## config.mk

```make
export PLATFORM = sky130hd
export DESIGN_NAME = cr_iu_gated_reg_wr_ctrl
export DESIGN_NICKNAME = d
export VERILOG_FILES = /design/src/rtl/cr_iu_gated_reg_wr_ctrl.sv
export SDC_FILE = /design/constraint.sdc
export NUM_CORES = 1
export LEC_CHECK = 0
export ABC_AREA = 1
export CAP_MARGIN = 20
export CORE_MARGIN = 4
export CORE_UTILIZATION = 35
export CTS_BUF_LIST = sky130_fd_sc_hd__clkbuf_4
export CTS_CLUSTER_DIAMETER = 30
export CTS_CLUSTER_SIZE = 8
export DETAILED_ROUTE_END_ITERATION = 8
export GPL_TIMING_DRIVEN = 0
export PLACE_DENSITY = 0.72
export SYNTH_ARGS = -nofsm -noshare
export SYNTH_HDL_FRONTEND = slang
export SYNTH_SLANG_ARGS = --single-unit
export TNS_END_PERCENT = 1
```

## constraint.sdc

```tcl
create_clock -name forever_cpuclk -period 5.15 [get_ports forever_cpuclk]
set_input_delay 1.545 -clock forever_cpuclk [delete_from_list [all_inputs] [get_ports forever_cpuclk]]
set_output_delay 1.545 -clock forever_cpuclk [all_outputs]
set_load 0.01 [all_outputs]
```

## src/rtl/cr_iu_gated_reg_wr_ctrl.sv

```systemverilog
// Write-port sequencer in front of a gated-clock register: one-entry hold stage feeding the registered write stage.
// Optional: CR_IU_WR_CTRL_REDUNDANT_SKIP_EN suppresses write_en when the computed value equals the current one.
module cr_iu_gated_reg_wr_ctrl #(
  parameter int WIDTH = 32
) (
  input  logic             forever_cpuclk,
  input  logic             cpurst,
  input  logic             cp0_yy_clk_en,
  input  logic             req_vld,
  input  logic [1:0]       req_op,
  input  logic [WIDTH-1:0] req_data,
  output logic             req_rdy,
  input  logic [WIDTH-1:0] reg_dout,
  output logic             write_en,
  output logic [WIDTH-1:0] write_data,
  output logic             err_op
);

  localparam logic [1:0] OP_WR  = 2'b00;
  localparam logic [1:0] OP_SET = 2'b01;
  localparam logic [1:0] OP_CLR = 2'b10;
  localparam logic [1:0] OP_RSV = 2'b11;

  logic             hold_vld;
  logic [1:0]       hold_op;
  logic [WIDTH-1:0] hold_data;

  logic             wr_retire;
  logic             w_free;
  logic             accept;
  logic             advance;
  logic             do_write;
  logic [WIDTH-1:0] base;
  logic [WIDTH-1:0] new_val;

  // The register only captures when its gate is enabled, so W drains only then.
  assign wr_retire = write_en & cp0_yy_clk_en;
  assign w_free    = !write_en | wr_retire;
  assign req_rdy   = !hold_vld | w_free;
  assign accept    = req_vld & req_rdy;
  assign advance   = hold_vld & w_free;

  // An in-flight write is newer than the register contents.
  assign base = write_en ? write_data : reg_dout;

  always_comb begin
    new_val = base;
    case (hold_op)
      OP_WR:   new_val = hold_data;
      OP_SET:  new_val = base | hold_data;
      OP_CLR:  new_val = base & ~hold_data;
      default: new_val = base;
    endcase
  end

`ifdef CR_IU_WR_CTRL_REDUNDANT_SKIP_EN
  assign do_write = (hold_op != OP_RSV) && (new_val != base);
`else
  assign do_write = (hold_op != OP_RSV);
`endif

  always_ff @(posedge forever_cpuclk or posedge cpurst) begin
    if (cpurst) begin
      hold_vld  <= 1'b0;
      hold_op   <= OP_WR;
      hold_data <= '0;
    end else if (accept) begin
      hold_vld  <= 1'b1;
      hold_op   <= req_op;
      hold_data <= req_data;
    end else if (advance) begin
      hold_vld  <= 1'b0;
    end
  end

  always_ff @(posedge forever_cpuclk or posedge cpurst) begin
    if (cpurst) begin
      write_en   <= 1'b0;
      write_data <= '0;
      err_op     <= 1'b0;
    end else begin
      err_op <= 1'b0;
      if (advance) begin
        write_en <= do_write;
        err_op   <= (hold_op == OP_RSV);
        if (do_write) write_data <= new_val;
      end else if (wr_retire) begin
        write_en <= 1'b0;
      end
    end
  end

endmodule

```

==> Yosys cells after proc, flatten, opt, wreduce, memory -nomap -nowiden <==
Cells that the tools add are included.
{ "classes": {"eq_ne": 4, "mux": 7, "bitwise": 8, "n_reduce_logical": 6} }
{ "ops": {"columns": ["operator", "count"], "rows": [
  ["$pmux W32 S3", 1],
  ["$and A32 B32 Y32", 1],
  ["$mux W32", 1],
  ["$not A32 Y32", 1],
  ["$or A32 B32 Y32", 1],
  ["$mux W1", 5],
  ["$eq A2 B2 Y1 const B", 2],
  ["$reduce_bool A2 Y1", 2],
  ["$and A1 B1 Y1", 3],
  ["$eq A2 B1 Y1 const B", 1],
  ["$logic_not A1 Y1", 2],
  ["$logic_not A2 Y1", 1],
  ["$ne A2 B2 Y1 const B", 1],
  ["$or A1 B1 Y1", 2],
  ["$reduce_and A2 Y1", 1]
]} }
{ "word_totals": {"register_bits": 69, "input_bits": 70, "output_inout_bits": 35, "wordCells": 31} }

==> Depth between registers and ports, before layout <==
{ "depth": {"word_depth": 5, "depth_mapped": 8, "ltp_nobuf": 7} }

==> Worst setup path before layout <==
OpenSTA, ideal clock, no wires.
{ "synth_path": {"path_type": "input -> output", "from": "input port cp0_yy_clk_en", "to": "output port req_rdy", "t_arrival_ps": 1743, "required_ps": 3605, "path_slack_ps": 1862, "path_stages": 2, "n_path_buf": 0, "path_cell_list": "inv_1 nand3_1"} }
{ "synth_via": {"elab_chain_cells": 3} }
{ "synth_rtl": {"columns": ["element", "line", "text"], "rows": [
  ["from (decl)", "8", "input logic cp0_yy_clk_en,"],
  ["$and A1 B1 Y1", "37", "assign wr_retire = write_en & cp0_yy_clk_en;"],
  ["$or A1 B1 Y1", "38", "assign w_free = !write_en | wr_retire;"],
  ["$or A1 B1 Y1", "39", "assign req_rdy = !hold_vld | w_free;"],
  ["to (decl)", "12", "output logic req_rdy,"]
]} }
No other way between the ends.

==> Worst setup path after layout <==
Same ends and word-level chain as after synthesis.

==> impl_metrics.toml <==
[power]
p_leak_nw = 2.52
ir_worst_vdd_mv = 0.146
p_per_area_nw_per_um2 = 414

[sta]
post-route-min-period_ns = 4.33
tns_ns = 0
drv_slew = 0
slew_headroom_pct = 41.5
tightest_slew_ns = 0.877
finClkSkew_ns = 0.0121
period_share_pct = 84.1
finalHoldViolCount = 0
fmax_ghz = 0.231
rsz0062_at_grt = "no"
setup_viol = 0

[setup_path]
r2r-start = "write_en"
critical_path.startpoint = "cp0_yy_clk_en"
startpoint_type = "input port"
slowest_stage = "clkdlybuf4s50_1"
crit_path_max_incr_delay_ns = 0.57
path_class = "input port to primary output"
critPathArrivalTime_ns = 2.78
required_ns = 3.61
crit_buf_inv = 3
critPathMaxFanout = 3
crit_top_cell = "clkdlybuf4s50_1"
path_cells = "clkdlybuf4s50_1 -> inv_1 -> nand3_1 -> clkdlybuf4s50_1"
crit_family = "buffers and inverters"
end_kind = "primary output"
cp_num_cells = 4
worstRegToRegCells = 6

[die]
core_sq_um = 10300
start_util_pct = 35.8
dieWidth_microns = 111
dieArea_sq_um = 12200
ios = 105
std_cell_rows = 37
die_y_microns = 111

[run_status]
status = "complete, no violations"

[cells_and_area]
num-fill-cells = 1056
layout.nets = 694
diodes = 0
multi_input_area_sq_um = 1510
syn_to_final_growth_pct = 35.7
instances_no_fill = 764
drive_above_1_share_pct = 5.41
regArea_sq_um = 1730

[clock_tree]
cts_num_sinks = 69
cts.htree.levels = 3
cts_repair_resize_count = 0
clkLatencyLatePin_ns = 0.39
cts_buffer_depth = 2
clockRootBuffer = "clkbuf_4"
numCtsBuffers = 9
cts_setup_buffers = 0
ctsHoldBuffers = 0
cts_tree = "built"
clk_pin_slew_ns = 0.11

[logic_synthesis]
synth_nets = 579
synth_cells = 509
yosysSeqAreaShare_pct = 46.9
synth-seq-cells = 69
synth.distinct_cells = 14
avgSynthCellArea_sq_um = 7.23
synth_area_sq_um = 3680
ys.warnings.count = 0

[min_path]
min_from = "write_data[12]"
whs_path_depth = 2
hp-class = "flip-flop to flip-flop"

[routing]
wl_met1_mm = 4.76
wire_per_inst_microns = 13.9
drc = 0
met2_length_mm = 5.17
firstDrtPassIters = 4
drtIter0Drc = 213
drtAntennaViolNets = 0
highest_layer = "met4"
via_per_inst = 4.68
vias = 3578
drt_wl_total_mm = 10.6
wl_met3_microns = 568

[place]
place_congestion = 0.829
numPortBuffers = 104
place_hpwl_mm = 7.61
dp_cells = 749

[global_routing]
grt_max_degree = 70
grt_pass1_wl_mm = 17.6
track_usage_pct = 17.5
antenna_found_initial = 0
grt_pass1_vias = 3707
gr-total-overflow = 0

[flow_run]
max_cap_viol_count = 0
-- metal layers --
| metal | vias to the layer above | global-route usage (%) |
|---|---|---|
| li1 | 1798 | - |
| met1 | 1661 | 22.0 |
| met2 | 108 | 29.2 |
| met3 | 11 | 4.16 |
| met4 | 0 | 6.49 |
| met5 | - | 0 |
-- power by group --
part           switching (mW)  internal, mW
logic                   0.498         0.480
registers              0.0981         0.705
clock network           0.184         0.103
total                   0.780          1.29
-- Yosys cell counts --
cell,instances,area (sq um)
a21boi_1,29,218
a21oi_1,35,175
o21ai_0,58,290
nor2_1,99,372
buf_4,5,37.5
nand2_2,2,12.5
clkbuf_1,12,45.0
nand3_1,3,15.0
nand2_1,113,424
inv_1,70,263
buf_6,5,56.3
inv_2,1,3.75
buf_2,8,40.0
dfrtp_1,69,1730
-- cell families after synthesis --
| family | synth area share, % |
|---|---|
| and+or+nand+nor | 22.4 |
| AOI/OAI and AO/OA | 18.6 |
| buffers and inverters | 12.1 |
| DFF | 46.9 |
-- registers in the layout, indices dropped and copies added, names as in the netlist --
register / cells
err_op: 1
write_data: 32
hold_op: 2
write_en: 1
hold_vld: 1
hold_data: 32
-- layout make-up --
cell class	instances	share of cell area, %
buffer	30	3.58
clock buffer	11	1.65
clock inverter	4	0.326
inverter	71	5.39
multi-input combinational	339	30.2
sequential	69	34.6
tap	136	3.41
timing repair buffer	104	20.9
-- final timing paths --
| kind | end | slack, ns |
|---|---|---|
| min | write_data[12] | 0.53 |
| min in group asynchronous | hold_data[25] | 1.66 |
| min reg2reg | write_data[12] | 0.53 |
| max in group asynchronous | hold_data[9] | 2.89 |
| max | req_rdy | 0.82 |
| max reg2reg | write_data[6] | 3.62 |
-- layout by cell type (no fill, tap or decap), types with 3 or more instances in the layout --
| cell type | synthesis | final |
|---|---|---|
| clkbuf_1 | 12 | 12 |
| a21oi_1 | 35 | 35 |
| clkbuf_4 | 0 | 11 |
| nand3_1 | 3 | 3 |
| a21boi_1 | 29 | 29 |
| inv_1 | 70 | 69 |
| clkdlybuf4s50_1 | 0 | 104 |
| buf_4 | 5 | 5 |
| o21ai_0 | 58 | 58 |
| clkinv_1 | 0 | 3 |
| nor2_1 | 99 | 99 |
| nand2_1 | 113 | 113 |
| dfrtp_1 | 69 | 69 |
| buf_2 | 8 | 8 |
| buf_6 | 5 | 5 |
-- worst min-delay path, stage by stage (launching register included) --
cell     delay (ns)
dfrtp_1        0.39
nand2_1        0.06
nand2_1        0.06
-- stage by stage --
stage / power (mW) / hold slack, ns / setup slack [ns] / area, sq um / util (%)
final: 2.07 / 0.534 / 0.821 / 4990 / 48.6
after global routing: 2.24 / 0.560 / 0.771 / 4990 / 48.6
after CTS: 2.10 / 0.537 / 0.803 / 4990 / 48.6
after detailed placement: 1.80 / 0.510 / 0.804 / 4890 / 47.6
after global placement: 1.77 / 0.497 / 0.599 / 4890 / 47.6
after floorplan: 1.34 / 0.492 / 1.86 / 3680 / -
Note: power is estimated with default switching activity, not from simulation.
